`src/rtl/prime_pkg.sv`:
```
// Shared constants for the prime checker / collector pair.
package prime_pkg;

  localparam int NUM_W_DEF = 3;
  localparam int DEPTH_DEF = 4;
  localparam int CNT_W_DEF = 8;

  localparam logic PRIME     = 1'b1;
  localparam logic NOT_PRIME = 1'b0;

endpackage

```
`src/rtl/prime_fifo.sv`:
```
// Small FIFO holding prime numbers. Occupancy runs 0..DEPTH so that
// full and empty are unambiguous; pointers wrap naturally (DEPTH is 2^n).
// Reads are combinational from the head slot and return 0 when empty.
module prime_fifo
  import prime_pkg::*;
#(
  parameter int NUM_W = NUM_W_DEF,
  parameter int DEPTH = DEPTH_DEF
) (
  input  logic             clk,
  input  logic             rst_n,
  input  logic             clear,
  input  logic             push,
  input  logic [NUM_W-1:0] wr_data,
  input  logic             pop,
  output logic [NUM_W-1:0] rd_data,
  output logic             empty,
  output logic             full
);

  localparam int AW = $clog2(DEPTH);
  localparam logic [AW:0]   FULL_OCC = (AW+1)'(DEPTH);
  localparam logic [AW:0]   OCC_ONE  = (AW+1)'(1);
  localparam logic [AW-1:0] PTR_ONE  = AW'(1);

  logic [NUM_W-1:0] mem [DEPTH];
  logic [AW-1:0]    wr_ptr;
  logic [AW-1:0]    rd_ptr;
  logic [AW:0]      occ;
  logic             push_ok;
  logic             pop_ok;

  // A clear cycle voids both handshakes.
  assign push_ok = push && !full && !clear;
  assign pop_ok  = pop && !empty && !clear;

  assign empty   = (occ == '0);
  assign full    = (occ == FULL_OCC);
  assign rd_data = empty ? '0 : mem[rd_ptr];

  // Pointer and occupancy bookkeeping.
  always_ff @(posedge clk or negedge rst_n) begin
    if (!rst_n) begin
      wr_ptr <= '0;
      rd_ptr <= '0;
      occ    <= '0;
    end else if (clear) begin
      wr_ptr <= '0;
      rd_ptr <= '0;
      occ    <= '0;
    end else begin
      if (push_ok) wr_ptr <= wr_ptr + PTR_ONE;
      if (pop_ok)  rd_ptr <= rd_ptr + PTR_ONE;
      case ({push_ok, pop_ok})
        2'b10:   occ <= occ + OCC_ONE;
        2'b01:   occ <= occ - OCC_ONE;
        default: occ <= occ;
      endcase
    end
  end

  // Storage; contents need no reset because empty masks the read port.
  always_ff @(posedge clk) begin
    if (push_ok) mem[wr_ptr] <= wr_data;
  end

endmodule

```
`src/rtl/prime_collector.sv`:
```
// Collects checker results: counts every accepted result and every prime,
// and queues only the primes for the downstream consumer.
module prime_collector
  import prime_pkg::*;
#(
  parameter int NUM_W = NUM_W_DEF,
  parameter int DEPTH = DEPTH_DEF,
  parameter int CNT_W = CNT_W_DEF
) (
  input  logic             clk,
  input  logic             rst_n,
  input  logic             clear,
  input  logic             in_valid,
  input  logic [NUM_W-1:0] in_number,
  input  logic             in_is_prime,
  output logic             in_ready,
  output logic             out_valid,
  output logic [NUM_W-1:0] out_number,
  input  logic             out_ready,
  output logic [CNT_W-1:0] prime_count,
  output logic [CNT_W-1:0] total_count,
  output logic             full
);

  localparam logic [CNT_W-1:0] CNT_MAX = {CNT_W{1'b1}};
  localparam logic [CNT_W-1:0] CNT_ONE = CNT_W'(1);

  logic empty;
  logic accept;
  logic push;

  assign in_ready  = !full;
  assign out_valid = !empty;
  assign accept    = in_valid && in_ready && !clear;
  assign push      = accept && (in_is_prime == PRIME);

  prime_fifo #(
    .NUM_W (NUM_W),
    .DEPTH (DEPTH)
  ) u_fifo (
    .clk     (clk),
    .rst_n   (rst_n),
    .clear   (clear),
    .push    (push),
    .wr_data (in_number),
    .pop     (out_ready),
    .rd_data (out_number),
    .empty   (empty),
    .full    (full)
  );

  // Saturating result counters; saturation never throttles acceptance.
  always_ff @(posedge clk or negedge rst_n) begin
    if (!rst_n) begin
      total_count <= '0;
      prime_count <= '0;
    end else if (clear) begin
      total_count <= '0;
      prime_count <= '0;
    end else begin
      if (accept && total_count != CNT_MAX) total_count <= total_count + CNT_ONE;
      if (push && prime_count != CNT_MAX)   prime_count <= prime_count + CNT_ONE;
    end
  end

endmodule

```
`config.mk`:
```
export PLATFORM = sky130hd
export DESIGN_NAME = prime_collector
export DESIGN_NICKNAME = d
export VERILOG_FILES = /design/src/rtl/prime_pkg.sv /design/src/rtl/prime_fifo.sv /design/src/rtl/prime_collector.sv
export SDC_FILE = /design/constraint.sdc
export NUM_CORES = 1
export LEC_CHECK = 0
export BUFFER_PORTS_ARGS = -buffer_cell sky130_fd_sc_hd__buf_2
export CAP_MARGIN = 40
export CORE_ASPECT_RATIO = 0.8
export CORE_MARGIN = 1.5
export CORE_UTILIZATION = 40
export CTS_BUF_LIST = sky130_fd_sc_hd__clkbuf_8
export CTS_CLUSTER_SIZE = 40
export DETAILED_ROUTE_END_ITERATION = 6
export GPL_TIMING_DRIVEN = 0
export PLACE_DENSITY_LB_ADDON = 0.15
export SLEW_MARGIN = 20
export SYNTH_ARGS = -nofsm -noshare
export SYNTH_HDL_FRONTEND = slang
export SYNTH_SLANG_ARGS = --single-unit
```
`constraint.sdc`:
```
create_clock -name clk -period 5.65 [get_ports clk]
set_input_delay 0.8475 -clock clk [delete_from_list [all_inputs] [get_ports clk]]
set_output_delay 0.8475 -clock clk [all_outputs]
set_load 0.02 [all_outputs]
```
==> metrics.md, run 1 <==
| Metric | Value |
|---|---|
| Status | completed |
| Reg-to-reg endpoint | u_fifo.occ[2]$_DFFE_PN0P_ |
| Nets | 211 |
| Cell area after synthesis | 1873 sq um |
| Routed len/inst | 15.50 um |
| Num ports | 31 |
| Layout area overhead | 17.03% |
| Worst-case reg-to-reg path depth | 9 |
| Initial antenna violation count | 0 |
| Crit path max-delay cell type | clkinv_1 |
| Final HPWL DP | 2872 um |
| Clock latency at the later pin of the worst-skew pair | 0.29 ns |
| Vias in the first global route | 1366 |
| RSZ-0062 raised after global routing | no |
| Htree depth | 2 |
| Share of cells above drive strength 1 | 28.57% |
| Crit share post-route | 50.60% |
| Avg Cell Area, Syn | 11.85 sq um |
| Final Slew Violations | 0 |
| Port bufs | 30 |
| Resized Gates After CTS | 0 |
| Most common cell after layout, fill and taps aside | buf_2 |
| # Max-Cap Violations | 0 |
| Largest net degree at the start of global routing | 24 |
| Post-Layout Inst Area | 2192 sq um |
| Fin worst setup slack | 2.791 ns |
| Cell variety after synth | 49 |
| Most frequent cells in the layout | buf_2, dfrtp_1, edfxtp_1, nand2_1, nor2_1 |
| Worst path buffer plus inverter count | 3 |
| Post-route ant nets | 0 |
| Crit Path Class | input port to flip-flop |
| Global route total overflow | 0 |
| Delay-heaviest family, CP | buffers and inverters |
| Tot GR Track Use | 17.18% |
| Clock root cell | clkbuf_8 |
| Hold WS | 0.5357 ns |
| LEAKAGE | 0.9342 nW |
| Fmax achieved | 0.3498 GHz |
| Vias/cell | 5.402 |
| Clk sinks | 35 |
| FFs w/ async S/R, synth | 65.71% |
| Power Total | 0.7181 mW |
| R2r startpoint | u_fifo.occ[0]$_DFFE_PN0P_ |
| Final setup violation count | 0 |
| Clock transition at path regs | 0.08 ns |
| Die ar. | 5105 sq um |
| Remaining DRCs | 0 |
| Core Footprint | 4542 sq um |
| Die X | 79.51 um |
| Power Density | 327.6 nW/um^2 |
| Initial DRC Count | 56 |
| Crit path cell chain | buf_2 > clkbuf_1 > clkinv_1 > and3_1 > fa_1 > nor2b_1 > a32oi_2 > mux2_4 |
| Final Non-Filler Cells | 256 |
| Rows | 22 |
| Register-to-register path setup slack | 3.19 ns |
| RD Place Congestion | 0.7981 |
| Number of synthesized register bits | 35 |
| Worst slack at placement | 2.505 ns |
| Net count after synthesis | 174 |
| Util after Layout | 48.26% |
| Placed Instances | 248 |
| # fillers | 411 |
| Worst hold path type | input port to async pin |
| Antenna cells | 0 |
| CP required | 5.82 ns |
| Worst setup SP type | input port |
| TritonCTS clock tree | yes |
| Crit path largest cell delay | 0.42 ns |
| Worst-margin pin slew | 0.5570 ns |
| Worst-path fanout max | 10 |
| Routed WL | 3967 um |
| Slew HR | 62.86% |
| Total number of vias | 1383 |
| Clock Tree Buf Depth | 2 |
| CP arrival | 3.03 ns |
| Final hold vios | 0 |
| CTS Buf Count | 5 |
| Final critical-path required period | 2.859 ns |
| Worst Skew | 0.01077 ns |
| Yosys warns | 0 |
| First-pass GRT wire length | 6541 um |
| Number of setup buffers added after CTS | 0 |
| Crit. End Element | flip-flop |
| Main flop type after synthesis | dfrtp_1 |
| Register area share after synthesis | 49.97% |
| DRT Pass-1 Iters | 4 |
| Synthesized netlist cell count | 158 |
| Peak VDD IR | 158.1 uV |
| EDFF count, synth | 12 |
| Initial Util | 41.24% |
| Post-DP Area | 2098 sq um |
| Post-CTS Hold Fix Bufs | 0 |
| Die Y | 64.21 um |
| Post-route setup TNS | 0 ns |
## power breakdown
part	switching [mW]	internal (mW)	leakage [nW]	total (mW)
clock network	0.0983	0.0880	0.0443	0.186
registers	0.0203	0.281	0.426	0.301
logic	0.132	0.0983	0.464	0.231
## metal layers
metal / vias up / part of all wire (%) / routed length [um] / GRT usage (%)
met3: 7 / 3.4 / 135 / 3.857
met5: - / 0 / 0 / 0
met2: 28 / 46 / 1844 / 26.59
met4: 0 / 1.6 / 63 / 6.579
li1: 668 / - / - / -
met1: 680 / 48 / 1923 / 23.41
## layout make-up
type	instances	area, sq um	share of cell area (%)
clock buffers	5	68.82	3.139
plain buffers	5	30.03	1.370
multi-input cells	112	877.1	40.01
clock inverters	3	25.02	1.142
well taps	60	75.07	3.425
flip-flops and latches	35	935.9	42.69
inverters	6	30.03	1.370
repair buffers	30	150.1	6.849
## worst register-to-register path, delay by kind of cell (launching register included)
family,cells,cell delay [ns]
adders and majority gates,1,0.21
AOI/OAI and AO/OA,1,0.24
DFF,1,0.45
muxes,1,0.32
and+or+nand+nor,4,0.78
buffers and inverters,2,0.35
## state kept, by name, indices dropped and copies added (netlist names)
signal / flops
u_fifo.mem: 12
prime_count: 8
total_count: 8
u_fifo.occ: 3
u_fifo.rd_ptr: 2
u_fifo.wr_ptr: 2
## worst max-delay path by stage
stage | cells past startpoint | startpoint | endpoint
finish | 8 | clear | u_fifo.occ[2]$_DFFE_PN0P_
global route | 8 | clear | u_fifo.occ[2]$_DFFE_PN0P_
CTS | 8 | clear | u_fifo.occ[2]$_DFFE_PN0P_
detailed placement | 8 | clear | u_fifo.occ[2]$_DFFE_PN0P_
global placement | 8 | clear | u_fifo.occ[2]$_DFFE_PN0P_
floorplan | 8 | in_valid | u_fifo.occ[2]$_DFFE_PN0P_
## cells by family after synthesis
group / Yosys count / share of synthesized area (%)
XOR/XNOR: 5 / 3.341
AND/OR/NAND/NOR: 66 / 20.84
buffers and inverters: 11 / 3.206
multiplexers: 10 / 7.949
adder cells (fa/ha/maj): 7 / 5.077
flip-flops: 35 / 49.97
AO/OA/AOI/OAI: 24 / 9.620
## synthesized netlist by cell type (4+ instances only)
cell / instances / area (sq um)
nand3_1: 8 / 40.04
ha_1: 6 / 75.07
dfrtp_1: 23 / 575.6
inv_1: 4 / 15.01
edfxtp_1: 12 / 360.4
mux2i_1: 4 / 40.04
o311ai_0: 4 / 35.03
nor2_1: 11 / 41.29
and2_1: 7 / 43.79
nor2b_1: 6 / 37.54
nand2_1: 11 / 41.29
o21ai_0: 5 / 25.02
Note: power is estimated with default switching activity, not from simulation.
==> inputs of run 2 (changes only) <==
==> constraint.sdc (replaced) <==
create_clock -name clk -period 2.5 [get_ports clk]
set_input_delay 0.375 -clock clk [delete_from_list [all_inputs] [get_ports clk]]
set_output_delay 0.375 -clock clk [all_outputs]
set_load 0.02 [all_outputs]
==> metrics.md, run 2 (synthesis results as in run 1) <==
| Metric | Value |
|---|---|
| Register-to-register path setup slack | 0.12 ns |
| Final Slew Violations | 0 |
| Worst slack at placement | -0.1725 ns |
| Nets | 213 |
| Status | completed |
| Share of cells above drive strength 1 | 30.81% |
| Clk sinks | 35 |
| TritonCTS clock tree | yes |
| Total number of vias | 1395 |
| Tot GR Track Use | 17.18% |
| Crit path from | u_fifo.occ[1]$_DFFE_PN0P_ |
| Num ports | 31 |
| Reg-to-reg endpoint | u_fifo.occ[2]$_DFFE_PN0P_ |
| Clock root cell | clkbuf_8 |
| RSZ-0062 raised after global routing | no |
| Rows | 22 |
| Worst hold path type | input port to async pin |
| # Max-Cap Violations | 0 |
| Vias/cell | 5.407 |
| CP arrival | 2.55 ns |
| First-pass GRT wire length | 6541 um |
| Htree depth | 2 |
| Routed WL | 3978 um |
| Crit share post-route | 95.00% |
| Most frequent cells in the layout | buf_2, dfrtp_1, edfxtp_1, nand2_1, nor2_1 |
| Post-CTS Hold Fix Bufs | 0 |
| Final setup violation count | 0 |
| Initial DRC Count | 52 |
| Final hold vios | 0 |
| # fillers | 413 |
| Post-route ant nets | 0 |
| Worst setup SP type | flip-flop |
| Initial Util | 41.24% |
| Die X | 79.51 um |
| Worst Skew | 0.01132 ns |
| Clock latency at the later pin of the worst-skew pair | 0.29 ns |
| Die ar. | 5105 sq um |
| Peak VDD IR | 357.2 uV |
| Slew HR | 62.98% |
| Crit Path Class | flip-flop to flip-flop |
| Clock transition at path regs | 0.08 ns |
| Final critical-path required period | 2.375 ns |
| Power Density | 741.8 nW/um^2 |
| Post-route setup TNS | 0 ns |
| Top reg by flops | u_fifo.mem |
| Final HPWL DP | 2872 um |
| Initial antenna violation count | 0 |
| Routed len/inst | 15.42 um |
| Worst-path fanout max | 10 |
| Worst-case reg-to-reg path depth | 9 |
| Fin worst setup slack | 0.1250 ns |
| CTS Buf Count | 5 |
| Clock Tree Buf Depth | 2 |
| Global route total overflow | 0 |
| Fmax achieved | 0.4210 GHz |
| LEAKAGE | 0.9446 nW |
| CP required | 2.67 ns |
| Largest regs | u_fifo.mem x12, prime_count x8, total_count x8 |
| Port bufs | 30 |
| Core Footprint | 4542 sq um |
| Remaining DRCs | 0 |
| Crit. End Element | flip-flop |
| Largest net degree at the start of global routing | 24 |
| Worst-margin pin slew | 0.5554 ns |
| Most common cell after layout, fill and taps aside | buf_2 |
| Vias in the first global route | 1366 |
| Antenna cells | 0 |
| Die Y | 64.21 um |
| RD Place Congestion | 0.7981 |
| DRT Pass-1 Iters | 4 |
| Layout area overhead | 18.44% |
| R2r startpoint | u_fifo.occ[1]$_DFFE_PN0P_ |
| Max reg flops | 12 |
run 2: cell type report:
type	instances	area, sq um	area share, %
timing repair buffer	32	165.2	7.445
clock inverter	3	25.02	1.128
tap	60	75.07	3.384
buffer	5	33.78	1.523
multi-input combinational	112	879.6	39.65
sequential	35	937.1	42.24
inverter	6	33.78	1.523
clock buffer	5	68.82	3.102
run 2: routing by layer:
metal / GRT usage, % / up-vias / part of all wire, %
li1: - / 672 / -
met1: 23.41 / 688 / 48
met2: 26.59 / 28 / 47
met3: 3.857 / 7 / 3.4
met4: 6.579 / 0 / 1.6
met5: 0 / - / 0
run 2: repair_timing:
item,4_1_cts,5_1_grt
endpoints found under the hold margin,0,0
endpoints found under the setup margin,0,1
setup buffers,0,2
resized for setup,0,4
run 2: how the worst max path moves through the flow:
stage | endpoint | cells past startpoint
finish | u_fifo.occ[2]$_DFFE_PN0P_ | 9
global route | u_fifo.occ[2]$_DFFE_PN0P_ | 9
CTS | u_fifo.occ[2]$_DFFE_PN0P_ | 9
detailed placement | u_fifo.occ[2]$_DFFE_PN0P_ | 8
global placement | u_fifo.occ[2]$_DFFE_PN0P_ | 8
floorplan | u_fifo.occ[2]$_DFFE_PN0P_ | 9
run 2: stage by stage:
| step | power [mW] | cells | instance area (sq um) | hold WS (ns) | utilization (%) |
|---|---|---|---|---|---|
| floorplan | 1.076 | 158 | 1873 | 0.07941 | - |
| global placement | 1.202 | 248 | 2098 | 0.3748 | 46.20 |
| detailed placement | 1.220 | 248 | 2098 | 0.3969 | 46.20 |
| CTS | 1.645 | 256 | 2192 | 0.06829 | 48.26 |
| global route | 1.734 | 258 | 2218 | 0.09738 | 48.84 |
| finish | 1.646 | 258 | 2218 | 0.06184 | 48.84 |
run 2: report_power, final:
| part | switching, mW | internal, mW | total, mW |
|---|---|---|---|
| combinational | 0.310 | 0.238 | 0.548 |
| clock | 0.222 | 0.199 | 0.421 |
| sequential | 0.0409 | 0.636 | 0.677 |
| total | 0.573 | 1.07 | 1.65 |
run 2: worst max-delay path, stage by stage (launching register included):
cell	delay (ns)
dfrtp_1	0.43
or3b_1	0.38
buf_6	0.16
nand3_4	0.12
buf_6	0.15
and3_1	0.18
fa_1	0.22
nor2b_2	0.06
a32oi_2	0.24
mux2_4	0.32
==> inputs of run 3 (changes only) <==
--- a/config.mk
+++ b/config.mk
@@ -18,4 +18,5 @@
 export SLEW_MARGIN = 20
 export SYNTH_ARGS = -nofsm -noshare
 export SYNTH_HDL_FRONTEND = slang
+export SYNTH_HIERARCHICAL = 1
 export SYNTH_SLANG_ARGS = --single-unit
==> metrics.md, run 3 <==
| Metric | Value |
|---|---|
| Yosys warns | 6 |
| Tot GR Track Use | 16.19% |
| Synthesized netlist cell count | 174 |
| Post-Layout Inst Area | 2341 sq um |
| Clk sinks | 35 |
| RSZ-0062 raised after global routing | no |
| Switching Power | 0.3347 mW |
| Power Density | 603.5 nW/um^2 |
| Layout area overhead | 23.25% |
| Comb power frac | 11.8% |
| Htree depth | 2 |
| Clock latency at the later pin of the worst-skew pair | 0.29 ns |
| First-pass GRT wire length | 6327 um |
| Port bufs | 30 |
| Internal power | 1.078 mW |
| Clock network fraction of design power | 43.2% |
| Final HPWL DP | 2682 um |
| Util after Layout | 51.23% |
| Final hold vios | 0 |
| Final Slew Violations | 0 |
| Crit Path Class | flip-flop to flip-flop |
| Slew HR | 65.06% |
| Global route total overflow | 0 |
| Clock Tree Buf Depth | 2 |
| Final setup violation count | 0 |
| EDFF count, synth | 12 |
| Die Y | 64.64 um |
| Ranking of synthesized cells by area | dfrtp_1, edfxtp_1, ha_1 |
| Switching portion of total power | 23.69% |
| Main flop type after synthesis | dfrtp_1 |
| Status | completed |
| Worst-path fanout max | 6 |
| Most common cell after layout, fill and taps aside | buf_2 |
| Post-route setup TNS | 0 ns |
| RD Place Congestion | 0.8272 |
| Worst setup SP type | flip-flop |
| Power Total | 1.413 mW |
| Share of cells above drive strength 1 | 30.45% |
| Peak VDD IR | 250.2 uV |
| Post-CTS Hold Fix Bufs | 0 |
| Fin worst setup slack | 0.08724 ns |
| Vias/cell | 5.346 |
| Antenna cells | 0 |
| Initial antenna violation count | 0 |
| Num ports | 31 |
| Vias in the first global route | 1407 |
| Worst-margin pin slew | 0.5241 ns |
| Clock root cell | clkbuf_8 |
| Largest regs | u_fifo/mem x12, prime_count x8, total_count x8 |
| # Max-Cap Violations | 0 |
| Largest net degree at the start of global routing | 24 |
| Clock transition at path regs | 0.07 ns |
| Post-synth top cells | dfrtp_1, inv_1, edfxtp_1, nand3_1, nor2_1 |
| Routed WL | 3803 um |
| Cell area after synthesis | 1899 sq um |
| Biggest area consumer among synthesized cells | dfrtp_1 |
| Initial DRC Count | 105 |
| Remaining DRCs | 0 |
| Crit share post-route | 96.51% |
| Register share of total power | 45.0% |
| Rows | 22 |
| Initial Util | 41.57% |
| Worst hold path type | input port to async pin |
| Die X | 80.04 um |
| Top reg by flops | u_fifo/mem |
| Most frequent cells in the layout | buf_2, dfrtp_1, inv_1, edfxtp_1, nand3_1 |
| Net count after synthesis | 190 |
| Routed len/inst | 13.58 um |
| Cell variety after synth | 48 |
| Worst slack at placement | -0.1539 ns |
| CTS Buf Count | 5 |
| Number of synthesized register bits | 35 |
| Synth top area share | 30.30% |
| Dominant cell by count in the synthesized netlist | dfrtp_1 |
| Crit. End Element | flip-flop |
| CP required | 2.71 ns |
| FFs w/ async S/R, synth | 65.71% |
| Avg Cell Area, Syn | 10.92 sq um |
| Max reg flops | 12 |
| Nets | 235 |
| Post-DP Area | 2131 sq um |
| Die ar. | 5173 sq um |
| Total number of vias | 1497 |
| CP arrival | 2.62 ns |
| Final critical-path required period | 2.413 ns |
| Register area share after synthesis | 49.28% |
| Core Footprint | 4569 sq um |
| Post-route ant nets | 0 |
| Worst Skew | 0.004990 ns |
| LEAKAGE | 1.021 nW |
| Fmax achieved | 0.4145 GHz |
| TritonCTS clock tree | yes |
| DRT Pass-1 Iters | 4 |
-- run 3: changes by cell type after synthesis, moves of 3 or more --
cell,previous run,this run
nand2b_1,0,4
nor2b_1,6,3
a21oi_1,2,7
o311ai_0,4,1
nand3_1,8,11
nand2_1,11,8
inv_1,4,13
-- run 3: kinds of logic (layout without fill, tap and decap cells) --
group                    count (synthesis)  in the layout  synth area share (%)
AO/OA/AOI/OAI                           32             32                 11.27
multiplexers                             9              9                 6.785
flip-flops                              35             35                 49.28
XOR/XNOR                                 4              4                 1.844
AND/OR/NAND/NOR                         66             66                 20.36
adder cells (fa/ha/maj)                  7              7                 5.007
buffers and inverters                   21             67                 5.468
-- run 3: worst max-delay path, cell delays in order (launching register included) --
cell and delay, ns:
dfrtp_1 0.39, buf_6 0.14, nor3b_4 0.05, and4bb_2 0.33, buf_6 0.12, o21a_1 0.13, nor3_1 0.07, fa_2 0.42
or4_1 0.53, a31oi_1 0.14
-- run 3: per-layer routing --
layer | global-route usage [%] | part of all wire [%]
met1 | 21.03 | 47
met2 | 25.95 | 47
met3 | 4.366 | 4.3
met4 | 5.819 | 1.3
met5 | 0 | 0
-- run 3: repair_timing --
item                                    in CTS  in global routing
endpoints found under the hold margin        0                  0
endpoints found under the setup margin       2                  2
pin swaps                                    1                  3
gates resized for setup                      4                  1
buffers inserted                             2                  6
-- run 3: cell type report --
class | count | area [sq um]
multi-input combinational | 118 | 868.3
sequential | 35 | 937.1
clock inverter | 3 | 67.56
inverter | 13 | 48.80
fill | 437 | 2228
clock buffer | 5 | 68.82
timing repair buffer | 38 | 210.2
buffer | 8 | 65.06
tap | 60 | 75.07
-- run 3: power groups by stage --
stage	sequential (mW)	clock, mW	combinational (mW)
3_5_place_dp	0.646	0	0.159
4_1_cts	0.635	0.624	0.163
5_1_grt	0.639	0.651	0.185
3_3_place_gp	0.647	0	0.155
6_report	0.635	0.610	0.167
2_1_floorplan	0.661	0	0.0887
-- run 3: through the flow --
| step | hold WS (ns) | instances |
|---|---|---|
| finish | 0.05711 | 280 |
| global route | 0.09458 | 280 |
| CTS | 0.07525 | 274 |
| detailed placement | 0.3872 | 264 |
| global placement | 0.3939 | 264 |
| floorplan | 0.07941 | 174 |
-- run 3: final timing paths --
path                                       startpoint                    endpoint  slack, ns  cells after the start
hold / removal                                  rst_n  total_count[1]$_DFFE_PN0P_       0.06                      1
hold reg to reg            total_count[2]$_DFFE_PN0P_  total_count[2]$_DFFE_PN0P_       0.57                      1
max in group asynchronous                       rst_n   u_fifo/occ[2]$_DFFE_PN0P_       2.07                      1
setup reg to reg            u_fifo/occ[1]$_DFFE_PN0P_   u_fifo/occ[2]$_DFFE_PN0P_       0.09                      9
min in group clk                         in_number[0]  u_fifo/mem[2][0]$_DFFE_PP_       0.30                      1
setup / recovery            u_fifo/occ[1]$_DFFE_PN0P_   u_fifo/occ[2]$_DFFE_PN0P_       0.09                      9
